==> config.mk <==
export PLATFORM = sky130hd
export DESIGN_NAME = iir_mac_scheduler
export DESIGN_NICKNAME = d
export VERILOG_FILES = /design/src/rtl/iir_pkg.sv /design/src/rtl/sample_tick_gen.sv /design/src/rtl/iir_mac_scheduler.sv
export SDC_FILE = /design/constraint.sdc
export NUM_CORES = 1
export LEC_CHECK = 0
export CAP_MARGIN = 20
export CORE_MARGIN = 3
export CORE_UTILIZATION = 50
export CTS_CLUSTER_SIZE = 14
export DETAILED_ROUTE_END_ITERATION = 12
export HOLD_SLACK_MARGIN = 0.05
export PLACE_DENSITY = 0.76
export SETUP_SLACK_MARGIN = 0.15
export SYNTH_ARGS = -nofsm -noshare
export SYNTH_HDL_FRONTEND = slang
export SYNTH_SLANG_ARGS = --single-unit
export TNS_END_PERCENT = 50
==> constraint.sdc <==
create_clock -name clk -period 5.6 [get_ports clk]
set_input_delay 0.56 -clock clk [delete_from_list [all_inputs] [get_ports clk]]
set_output_delay 0.56 -clock clk [all_outputs]
set_load 0.02 [all_outputs]
==> src/rtl/iir_pkg.sv <==
// Shared widths, sequencer state encoding and result saturation for the
// time-multiplexed biquad MAC scheduler.
package iir_pkg;

  localparam int DATA_W = 16;
  localparam int COEF_W = 16;
  localparam int ACC_W  = 40;
  localparam int FRAC   = 14;
  localparam int TAPS   = 5;
  localparam int ADDR_W = 4;

  typedef logic signed [DATA_W-1:0] data_t;
  typedef logic signed [COEF_W-1:0] coef_t;
  typedef logic signed [ACC_W-1:0]  acc_t;

  typedef enum logic [2:0] {
    S_IDLE,
    S_CLR,
    S_MAC0,
    S_WB0,
    S_MAC1,
    S_WB1
  } state_t;

  // Input and output histories of both biquads.
  typedef struct packed {
    data_t x1;
    data_t x2;
    data_t yl1;
    data_t yl2;
    data_t yh1;
    data_t yh2;
  } hist_t;

  localparam acc_t SAT_MAX = {{(ACC_W-DATA_W+1){1'b0}}, {(DATA_W-1){1'b1}}};
  localparam acc_t SAT_MIN = {{(ACC_W-DATA_W+1){1'b1}}, {(DATA_W-1){1'b0}}};

  // Drop the coefficient fraction (flooring) and clamp into the sample range.
  function automatic data_t sat(input acc_t acc);
    acc_t sh;
    sh = acc >>> FRAC;
    if (sh > SAT_MAX)      sat = SAT_MAX[DATA_W-1:0];
    else if (sh < SAT_MIN) sat = SAT_MIN[DATA_W-1:0];
    else                   sat = sh[DATA_W-1:0];
  endfunction

endpackage

==> src/rtl/sample_tick_gen.sv <==
// Free-running sample-rate divider; tick is high for the one cycle in which
// the count sits at its terminal value.
module sample_tick_gen #(
  parameter int DIV = 1000
) (
  input  logic clk,
  input  logic rst,
  input  logic clr,
  output logic tick
);

  localparam int CNT_W = (DIV > 1) ? $clog2(DIV) : 1;
  localparam logic [CNT_W-1:0] LAST = CNT_W'(DIV - 1);

  logic [CNT_W-1:0] count;

  always_ff @(posedge clk) begin
    if (!rst || clr)        count <= '0;
    else if (count == LAST) count <= '0;
    else                    count <= count + 1'b1;
  end

  assign tick = (count == LAST);

endmodule

==> src/rtl/iir_mac_scheduler.sv <==
// Shares one external MAC between the low-pass and high-pass biquads: five
// taps per channel, saturated write-back, delay lines kept here.
module iir_mac_scheduler
  import iir_pkg::*;
#(
  parameter int SAMPLE_DIV = 1000,
  parameter bit EXT_TICK   = 1'b0
) (
  input  logic                     clk,
  input  logic                     rst,
  input  logic                     filter_rst,
  input  logic                     sample_strobe,
  input  logic signed [DATA_W-1:0] sample_in,
  output logic [ADDR_W-1:0]        coef_addr,
  input  logic signed [COEF_W-1:0] coef_data,
  output logic                     mac_clr,
  output logic                     mac_en,
  output logic signed [COEF_W-1:0] mac_a,
  output logic signed [DATA_W-1:0] mac_b,
  input  logic signed [ACC_W-1:0]  mac_acc,
  output logic signed [DATA_W-1:0] y_low,
  output logic signed [DATA_W-1:0] y_high,
  output logic                     y_valid,
  output logic                     busy,
  output logic                     overrun
);

  state_t     state;
  logic [2:0] tap;
  logic [2:0] tap_nxt;
  data_t      x;
  hist_t      h;
  data_t      op_nxt;
  data_t      y_sat;
  logic       div_tick;
  logic       tick;

  sample_tick_gen #(.DIV(SAMPLE_DIV)) u_tick (
    .clk  (clk),
    .rst  (rst),
    .clr  (filter_rst),
    .tick (div_tick)
  );

  assign tick    = EXT_TICK ? sample_strobe : div_tick;
  assign overrun = tick && busy && rst && !filter_rst;
  assign mac_a   = coef_data;
  assign y_sat   = sat(mac_acc);
  assign tap_nxt = tap + 3'd1;

  // Data operand for the tap issued next; taps 3/4 are the channel's own feedback.
  // NOTE: every signal written in always_comb gets a default first, so no
  // path can leave it holding a stale value (which would infer a latch).
  always_comb begin
    op_nxt = x;
    case (tap_nxt)
      3'd1:    op_nxt = h.x1;
      3'd2:    op_nxt = h.x2;
      3'd3:    op_nxt = (state == S_MAC1) ? h.yh1 : h.yl1;
      3'd4:    op_nxt = (state == S_MAC1) ? h.yh2 : h.yl2;
      default: op_nxt = x;
    endcase
  end

  // NOTE: state and outputs use non-blocking assignments so every branch
  // reads the pre-edge values, independent of statement order.
  always_ff @(posedge clk) begin
    if (!rst || filter_rst) begin
      state     <= S_IDLE;
      tap       <= '0;
      x         <= '0;
      // NOTE: the delay lines are a handful of registers, not a RAM, so they
      // take the reset and the soft clear like any other state.
      h         <= '0;
      y_low     <= '0;
      y_high    <= '0;
      y_valid   <= 1'b0;
      busy      <= 1'b0;
      mac_clr   <= 1'b0;
      mac_en    <= 1'b0;
      coef_addr <= '0;
      mac_b     <= '0;
    end else begin
      y_valid <= 1'b0;
      mac_clr <= 1'b0;
      case (state)
        S_IDLE: begin
          if (tick) begin
            x       <= sample_in;
            busy    <= 1'b1;
            mac_clr <= 1'b1;
            state   <= S_CLR;
          end
        end
        S_CLR: begin
          tap       <= '0;
          mac_en    <= 1'b1;
          coef_addr <= ADDR_W'(0);
          mac_b     <= x;
          state     <= S_MAC0;
        end
        S_MAC0, S_MAC1: begin
          if (tap == 3'(TAPS - 1)) begin
            mac_en    <= 1'b0;
            coef_addr <= '0;
            mac_b     <= '0;
            if (state == S_MAC0) begin
              mac_clr <= 1'b1;
              state   <= S_WB0;
            end else begin
              state   <= S_WB1;
            end
          end else begin
            tap       <= tap_nxt;
            coef_addr <= coef_addr + 1'b1;
            mac_b     <= op_nxt;
          end
        end
        S_WB0: begin
          y_low     <= y_sat;
          h.yl2     <= h.yl1;
          h.yl1     <= y_sat;
          tap       <= '0;
          mac_en    <= 1'b1;
          coef_addr <= ADDR_W'(TAPS);
          mac_b     <= x;
          state     <= S_MAC1;
        end
        S_WB1: begin
          y_high  <= y_sat;
          h.yh2   <= h.yh1;
          h.yh1   <= y_sat;
          h.x2    <= h.x1;
          h.x1    <= x;
          y_valid <= 1'b1;
          busy    <= 1'b0;
          state   <= S_IDLE;
        end
        default: state <= S_IDLE;
      endcase
    end
  end

endmodule

# [Word level (Yosys, flattened, before mapping)]
# Index checks and enable logic that the tools add are counted.
[classes] reduce_logical=18 n_addsub=3 eq_ne=14 n_lt_le_gt_ge=2 n_mux=24
[op_table] cell="$mux W16" count=5
[op_table] cell="$pmux W16 S4" count=1
[op_table] cell="$pmux W16 S2" count=1
[op_table] cell="$gt A26 B16 Y1 const B" count=1
[op_table] cell="$lt A26 B16 Y1 const B" count=1
[op_table] cell="$eq A3 B2 Y1 const B" count=4
[op_table] cell="$eq A3 B3 Y1 const B" count=4
[op_table] cell="$mux W3" count=4
[op_table] cell="$pmux W3 S4" count=1
[op_table] cell="$pmux W4 S3" count=1
[op_table] cell="$add A10 B1 Y10 const B" count=1
[op_table] cell="$eq A10 B10 Y1 const B" count=1
[op_table] cell="$reduce_and A2 Y1" count=5
[op_table] cell="$eq A3 B1 Y1 const B" count=2
[op_table] cell="$mux W1" count=6
[op_table] cell="$ne A2 B2 Y1 const B" count=3
[op_table] cell="$pmux W1 S2" count=3
[op_table] cell="$pmux W3 S2" count=1
[op_table] cell="$reduce_or A2 Y1" count=3
[op_table] cell="$add A4 B1 Y4 const B" count=1
[op_table] cell="$mux W4" count=1
[op_table] cell="$reduce_bool A2 Y1" count=2
[op_table] cell="$add A3 B1 Y3 const B" count=1
[op_table] cell="$logic_and A1 B1 Y1" count=3
[op_table] cell="4 further kinds" count=5
[totals] register_bits=152

# [Logic depth before layout (Yosys ltp)]
# Gate-level depths: netlist (run 1).
[depth] depth_word=5 ltp_mapped=8 mapped_depth_nobuf=6

# [Modules after synthesis]
# From an unflattened synthesis (run 1), not the netlist that was laid out.
[unflattened] cells_unflattened=840 hier_area_um2=7151.9
[by_module_without_submodules] mod="iir_mac_scheduler" instances=1 area_per_inst_um2=6687.7 cells_per_inst=789
[by_module_without_submodules] mod="sample_tick_gen" instances=1 area_per_inst_um2=464.2 cells_per_inst=51

# [Least setup slack after synthesis (run 1)]
# No wires, ideal clock.
[synth_path] path_kind="reg-to-reg" start="register tap[1]" end="register mac_b[4]" setup_ns=0.152 path_buffers=2 path_stages_with_launch=9 required_ns=5.448 setup_slack_ns=3.637 arrival_ns=1.811 cell_sequence="dfxtp_1 > inv_1 > ha_1 > buf_2 > or3_1 > mux2_4 > buf_2 > o21ai_0 > a221oi_2"
[synth_between] elab_chain_len=5 word_cells_on_any_way=9
[synth_lines] element="start: declaration" line="iir_mac_scheduler.sv:29" rtl="logic [2:0] tap;"
[synth_lines] element="start signal: assignment" line="iir_mac_scheduler.sv:114" rtl="tap <= tap_nxt;"
[synth_lines] element="$add A3 B1 Y3" line="iir_mac_scheduler.sv:49" rtl="assign tap_nxt = tap + 3'd1;"
[synth_lines] element="$eq A3 B3 Y1 (tied with other cells)" line="iir_mac_scheduler.sv:56" rtl="case (tap_nxt)"
[synth_lines] element="$pmux W16 S4" line="iir_mac_scheduler.sv:56"
[synth_lines] element="$mux W16 (*)" line="iir_mac_scheduler.sv:103" rtl="if (tap == 3'(TAPS - 1)) begin"
[synth_lines] element="$pmux W16 S2 (*)" line="iir_mac_scheduler.sv:86" rtl="case (state)"
[synth_lines] element="end signal: assignment" line="iir_mac_scheduler.sv:116" rtl="mac_b <= op_nxt;"
[synth_lines] element="end: declaration" line="iir_mac_scheduler.sv:19" rtl="output logic signed [DATA_W-1:0] mac_b,"
# Every way passes the cells marked *; elsewhere a longest branch is shown, timed or not.
# A chain may end at the register's enable or synchronous reset.

# [Worst setup path in the final report (run 1)]
[layout_path] start="register tap[0]" end="register mac_b[6]"
# The elaborated chain is that of the path after synthesis.

==> results of run 1 <==
per-stage QoR:
step | power, mW | hold WS [ns]
after floorplan | 1.149 | 0.4299
after global placement | 1.173 | 0.4402
after detailed placement | 1.173 | 0.4441
after CTS | 2.308 | 0.4520
after global routing | 2.357 | 0.4703
final | 2.292 | 0.4511
sequential cells by signal, summed over array words and instances, names as in the netlist:
register	count
x	16
y_valid	1
busy	1
tap	3
mac_clr	1
mac_en	1
u_tick.count	10
h	96
mac_b	16
state	3
coef_addr	4
placed cells by master (no fill, tap or decap), drive strengths merged, types with 9 or more instances in the layout:
cell / count
nor2: 39
a222oi: 16
clkdlybuf4s50: 101
dfxtp: 152
a22oi: 33
a21oi: 118
mux2: 17
buf: 10
clkbuf: 24
mux2i: 32
nand2: 141
a221oi: 16
o21ai: 52
xnor2: 9
o221a: 16
area by class of cell:
| type | count | area share |
|---|---|---|
| clock buffers | 24 | 0.05981 |
| clock inverters | 8 | 0.01104 |
| inverters | 4 | 0.001790 |
| multi-input cells | 548 | 0.4084 |
| flip-flops and latches | 152 | 0.3627 |
| well taps | 180 | 0.02685 |
| repair buffers | 111 | 0.1295 |
worst max-delay path by stage:
stage / endpoint / depth (start not counted) / startpoint
after floorplan: mac_b[4]$_SDFFE_PP0P_ / 8 / tap[1]$_SDFFE_PP0P_
after global placement: overrun / 5 / rst
after detailed placement: overrun / 5 / rst
after CTS: overrun / 5 / u_tick.count[0]$_SDFF_PP0_
after global routing: mac_b[5]$_SDFFE_PP0P_ / 6 / tap[0]$_SDFFE_PP0P_
final: mac_b[6]$_SDFFE_PP0P_ / 5 / tap[0]$_SDFFE_PP0P_
per-layer routing:
metal  wire, µm  up-vias
met5          0        -
met4        316        0
met3       1092       24
met2       8180      189
met1       7958     2827
li1           -     2924
where the power goes:
group	internal [mW]	total, mW	switching [mW]	leakage (nW)
registers	1.08	1.08	0.000638	1.22
logic	0.0338	0.0667	0.0329	1.07
clock network	0.711	1.14	0.431	0.296
total	1.83	2.29	0.464	2.59
worst max-delay path: stages (launching register included):
cell and delay (ns):
dfxtp_1 0.42, ha_1 0.30, xor2_2 0.80, and2_1 0.80, a222oi_1 0.24, a221oi_2 0.29
synth_stat cells, types with 2 or more instances:
cell      instances  area share
a22oi_1          33       0.035
mux2_1           16       0.025
o221a_2          14       0.022
a221oi_1          2      0.0024
buf_6             6      0.0094
nor3_1            7      0.0049
xor2_1            2      0.0024
a221oi_2         14       0.029
nand3b_1          3      0.0031
o31ai_1           2      0.0021
a222oi_1         16       0.022
clkbuf_1         44       0.023
and3_1            3      0.0026
o221a_1           2      0.0031
and2_1            2      0.0017
a31oi_1           2      0.0017
inv_1             4      0.0021
nand3_1           7      0.0049
a21oi_1         118       0.082
o21ai_0          48       0.033
nand2_1         140       0.073
buf_2            14      0.0098
buf_4            53       0.055
o21ai_1           4      0.0028
nand2b_1          3      0.0026
nand4_1           4      0.0035
mux2i_1          32       0.045
nor4_1            3      0.0026
nor2b_1           3      0.0026
ha_1              7       0.012
nor2_1           38       0.020
dfxtp_1         152        0.42
xnor2_1           9       0.011
cells by family (layout without fill, tap and decap cells):
group | after synthesis | count (layout) | synth area share
AO/OA/AOI/OAI | 259 | 259 | 0.2416
multiplexers | 49 | 49 | 0.07181
buffers and inverters | 122 | 147 | 0.1018
XOR/XNOR | 12 | 12 | 0.01569
flip-flops | 152 | 152 | 0.4239
AND/OR/NAND/NOR | 221 | 221 | 0.1330
adder cells (fa/ha/maj) | 7 | 7 | 0.01220
==> results.md, run 1 <==
* Outcome: complete, no violations
* TritonCTS Sinks at 152
* Hold path endpoint: h[38]$_SDFFE_PP0N_
* Dpl cell area at 7787 µm²
* GR peak layer: met2
* Pwr per Cell Area at 273.2 nW/µm²
* Clock latency at the later pin of the worst-skew pair at between 0.4 and 0.5 ns
* # fillers at 1224
* Gp weighted congestion at 0.7727
* Setup crit start kind: flop
* TritonCTS buffer count at 17
* Seq/Total Area, Yosys at 0.4239
* Total iterations of the first detailed-routing run at 6
* Clock transition at the registers of the reported paths at 0.06 ns
* Pre-CTS WS at 2.696 ns
* Fmax at 0.3396 GHz
* Slew Viols, Final at 0
* Fin. Hold Viols at 0
* Final setup vio count at 0
* Post-layout worst setup margin at 2.655 ns
* Die Area at 15830 µm²
* Max-Cap Viols at 0
* Mapped Area at 7178 µm²
* Hold crit path type: flop to flop
* Final Non-Filler Cells at 1027
* Worst slew pin tran at 1.054 ns
* Starting DRT DRC Count at 646
* CP Class: flop to flop
* Area grow syn2layout at 16.87%
* Drt via density at between 5 and 6
* Period minus WS final at just under 3 ns
* Global-route usage over all layers at 0.2198
* Yosys warns at 0
* Worst EP required at 5.93 ns
* Leak pwr at 2.589 nW
* Antenna viol nets, final at 0
* Post-Route WL at 17.55 mm
* Setup bufs post-CTS at 0
* Syn nets at 905
* Starting density of the core at 0.5151
* CP Max Fanout at 17
* Die width at 125.8 µm
* Main synth FF type: dfxtp_1
* Layout cell share with drive strength beyond 1 at 0.09445
* Wirelength per Cell at roughly 17 µm
* Worst r2r dst: mac_b[6]$_SDFFE_PP0P_
* Post-route cell area at 8389 µm²
* FF-to-FF path depth at 5
* Post-Syn Area per Cell at slightly below 9 µm²
* Ant. Diodes at 0
* Core Rows at 43
* First-pass GRT wire length at 28.45 mm
* Library cells used by synthesis at between 40 and 50
* IO buf count at 101
* Root Driver: clkbuf_16
* Largest net degree at the start of global routing at 80
* Finished Core Util at 0.6020
* Vias at roughly 6000
* Max VDD drop at around 0.19 mV
* Max Clock Skew at 0.009475 ns
* Post-Synthesis Cells at 822
* FF/Latch Area at 3043 µm²
* Crit path DAT at approximately 3.3 ns
* Hold wc startpoint: h[38]$_SDFFE_PP0N_
* Number of synthesized register bits at 152
* H-tree Lvls at 4
* WHS Path Cells at 2
* Residual DRC at 0
* Met1 Usage GRT at 0.2991
* Synth async-reset ratio at 0
* Io pins at 149
* Nets at 917
* Hold_buf cts at 0
* Initial antenna violation count at 0
* Worst Setup End Kind: flop
* Placed Instances at 994
* Max Buffers Root-to-Sink at 2
* Core area at 13930 µm²
* CTS tree: yes
* Post-synth EDFFs at 0
* Met2 usage at 0.3439
* Met3 Track Usage GR at 0.04919
* Area of the multi-input gates at between 3000 and 4000 µm²
* Resized Gates After CTS at 0
* R2R Setup Slk at 2.66 ns
* TNS Setup at 0 ns
* Final Cycle Share at 0.5259
* Congestion Overflow GR at 0
* Die Ht at 125.8 µm
* Vias in the first global route at 5587
* Rel. slew slack at 0.2964
* RSZ-0062 raised after global routing: no
* Worst r2r src: tap[0]$_SDFFE_PP0P_
* Post-DP HPWL at approximately 11 mm
(Power assumes the default switching activity.)
==> inputs of run 2 (changes only) <==
Settings changed: CORE_UTILIZATION 50 to 47, PLACE_DENSITY 0.76 to 0.75.
Clock period 5.6 ns to 2.6 ns, I/O delays scaled along.
==> run 2 against run 1 <==
  * Count of clock-buffer cells in the layout up 1
  * Register-to-register slack worse by 2.3 ns
  * Sequential cell count unchanged
  * Via count up 2.0%
  * Cell count up 1.4%
  * Global-route usage about the same
  * Critical path depth unchanged
==> results.md, run 2 (synthesized netlist as in run 1, its figures left out) <==
* Outcome: complete, no violations
* Clock transition at the registers of the reported paths at 0.06 ns (about the same)
* Starting density of the core at 0.4865 (-0.02861)
* Wirelength per Cell at 17.37 µm (+1.7%)
* Worst slew pin tran at 0.7124 ns (-0.3419 ns)
* IO buf count at 101 (unchanged)
* Initial antenna violation count at 0 (unchanged)
* Hold path endpoint: x[6]$_SDFFE_PP0P_
* Rel. slew slack at 0.5239 (+0.2275)
* Fin. Hold Viols at 0 (unchanged)
* Leak pwr at 2.685 nW (+3.7%)
* Final Cycle Share at 0.8788
* Core area at 14750 µm² (+5.9%)
* Commonest cells after routing, fill and taps aside: dfxtp_1, nand2_1, a21oi_1, clkdlybuf4s50_1, o21ai_0
* Total iterations of the first detailed-routing run at 5 (-1)
* H-tree Lvls at 4 (unchanged)
* Io pins at 149 (unchanged)
* TritonCTS buffer count at 17 (unchanged)
* CTS tree: yes
* Biggest register: h
* Max reg flops at 96 (unchanged)
* Max VDD drop at 0.5348 mV (+180%)
* Ant. Diodes at 0 (unchanged)
* Drt via density at 5.843 (+0.62%)
* Commonest non-fill, non-tap cell in the layout: dfxtp_1
* Hold crit path type: input pin to flop
* Max-Cap Viols at 0 (unchanged)
* Congestion Overflow GR at 0 (unchanged)
* Setup crit start kind: flop
* Clock latency at the later pin of the worst-skew pair at 0.43 ns (about the same)
* Flop pwr share at 0.447 (-0.026)
* Nets at 927 (+1.1%)
* TNS Setup at 0 ns (unchanged)
* Worst r2r src: tap[1]$_SDFFE_PP0P_
* Starting DRT DRC Count at 590 (-8.7%)
* Area grow syn2layout at 19.78%
* Combinational share of power at 0.029 (about the same)
* Max Buffers Root-to-Sink at 2 (unchanged)
* Largest net degree at the start of global routing at 56 (-30%)
* Antenna viol nets, final at 0 (unchanged)
* FF-to-FF path depth at 6 (+1)
* Finished Core Util at 0.5828 (-0.01928)
* Post-Route WL at 18.09 mm (+3.1%)
* Vias in the first global route at 5903 (+5.7%)
* Fmax at 0.4377 GHz
* Die width at 129.6 µm (+3.0%)
* Global-route usage over all layers at 0.2199 (about the same)
* Hold wc startpoint: sample_in[6]
* Worst Setup End Kind: primary output
* Slew Viols, Final at 0 (unchanged)
* Gp weighted congestion at 0.8142 (+5.4%)
* First-pass GRT wire length at 29.50 mm (+3.7%)
* Root Driver: clkbuf_16
* Worst hold margin at 0.4499 ns (-0.001276 ns)
* Die Area at 16790 µm² (+6.1%)
* Layout cell share with drive strength beyond 1 at 0.1039 (+0.009400)
* Internal power component at 4.212 mW (+130%)
* RSZ-0062 raised after global routing: no
* Period minus WS final at 2.285 ns
* Max Clock Skew at 0.004994 ns (-0.004481 ns)
* Worst EP required at 2.34 ns (-3.59 ns)
* Sw Share at 0.1933 (-0.009226)
* CP Max Fanout at 4 (-13)
* Die Ht at 129.6 µm (+3.0%)
* Worst r2r dst: mac_b[15]$_SDFFE_PP0P_
* CP Class: flop to primary output
* Core Rows at 44 (+2.3%)
* # fillers at 1299 (+6.1%)
* TritonCTS Sinks at 152 (unchanged)
* Vias at 6083 (+2.0%)
* Post-DP HPWL at 11.39 mm (+6.1%)
* R2R Setup Slk at 0.34 ns (-2.32 ns)
* Final setup vio count at 0 (unchanged)
* WHS Path Cells at 3 (+1)
* Clk pwr share at 0.524 (+0.026)
* Sw Pwr at 1.010 mW (+120%)
* Largest regs: h (96), mac_b (16), x (16)
* Pwr per Cell Area at 607.3 nW/µm² (+120%)
* Residual DRC at 0 (unchanged)
* Crit path DAT at 2.02 ns (-1.25 ns)
-- run 2: cell count changes in the layout (fill, tap and decap cells not counted), moves of 2 or more --
cell       before  now
buf_4          10   16
buf_12          0    4
clkinv_2        5    1
bufinv_16       2    5
clkbuf_1        2    4
-- run 2: repair_timing --
| item | in CTS | in global routing |
|---|---|---|
| hold endpoints to repair | 0 | 0 |
| resized for setup | 2 | 1 |
| hold buffers | 0 | 0 |
| setup buffers | 0 | 0 |
| endpoints found under the setup margin | 1 | 16 |
-- run 2: through the flow --
step,cell area [µm²],setup slack (ns),total power [mW],instances
after floorplan,7178,0.6368,2.474,822
after global placement,7925,0.2451,2.533,1009
after detailed placement,7925,0.1861,2.534,1009
after CTS,8587,0.1604,5.252,1041
after global routing,8598,0.1526,5.366,1041
final,8598,0.3151,5.222,1041
-- run 2: worst max-delay path by stage --
stage	start	endpoint	slack, ns	cells after the start
3_3_place_gp	tap[0]$_SDFFE_PP0P_	mac_b[15]$_SDFFE_PP0P_	0.25	6
6_report	u_tick.count[0]$_SDFF_PP0_	overrun	0.32	5
4_1_cts	tap[1]$_SDFFE_PP0P_	mac_b[15]$_SDFFE_PP0P_	0.16	6
2_1_floorplan	tap[1]$_SDFFE_PP0P_	mac_b[4]$_SDFFE_PP0P_	0.64	8
5_1_grt	u_tick.count[0]$_SDFF_PP0_	overrun	0.15	5
3_5_place_dp	tap[0]$_SDFFE_PP0P_	mac_b[15]$_SDFFE_PP0P_	0.19	6
-- run 2: power by group through the flow --
stage	Clock [mW]	Combinational, mW	Sequential (mW)
2_1_floorplan	0	0.0915	2.38
3_3_place_gp	0	0.150	2.38
3_5_place_dp	0	0.150	2.38
4_1_cts	2.77	0.151	2.33
5_1_grt	2.87	0.163	2.33
6_report	2.74	0.151	2.33
-- run 2: critical path, stage by stage (launching register included) --
cell and delay, ns:
dfxtp_1 0.37, ha_1 0.25, nand4b_1 0.23, nor3_2 0.20, and3_1 0.21, dlygate4sd2_1 0.34
-- run 2: final cells by class --
type	count	area, µm²	share of cell area
clock buffers	25	495.5	0.05763
flip-flops and latches	152	3043	0.3539
multi-input cells	548	3442	0.4003
clock inverters	7	162.7	0.01892
repair buffers	121	1210	0.1407
inverters	4	15.01	0.001746
well taps	184	230.2	0.02678
-- run 2: routing by layer --
layer,share of wire,vias to the layer above,GRT usage
met1,0.44,2893,0.2790
met3,0.059,32,0.05029
met5,0,-,0
li1,-,2936,-
met2,0.48,222,0.3643
met4,0.021,0,0.08557
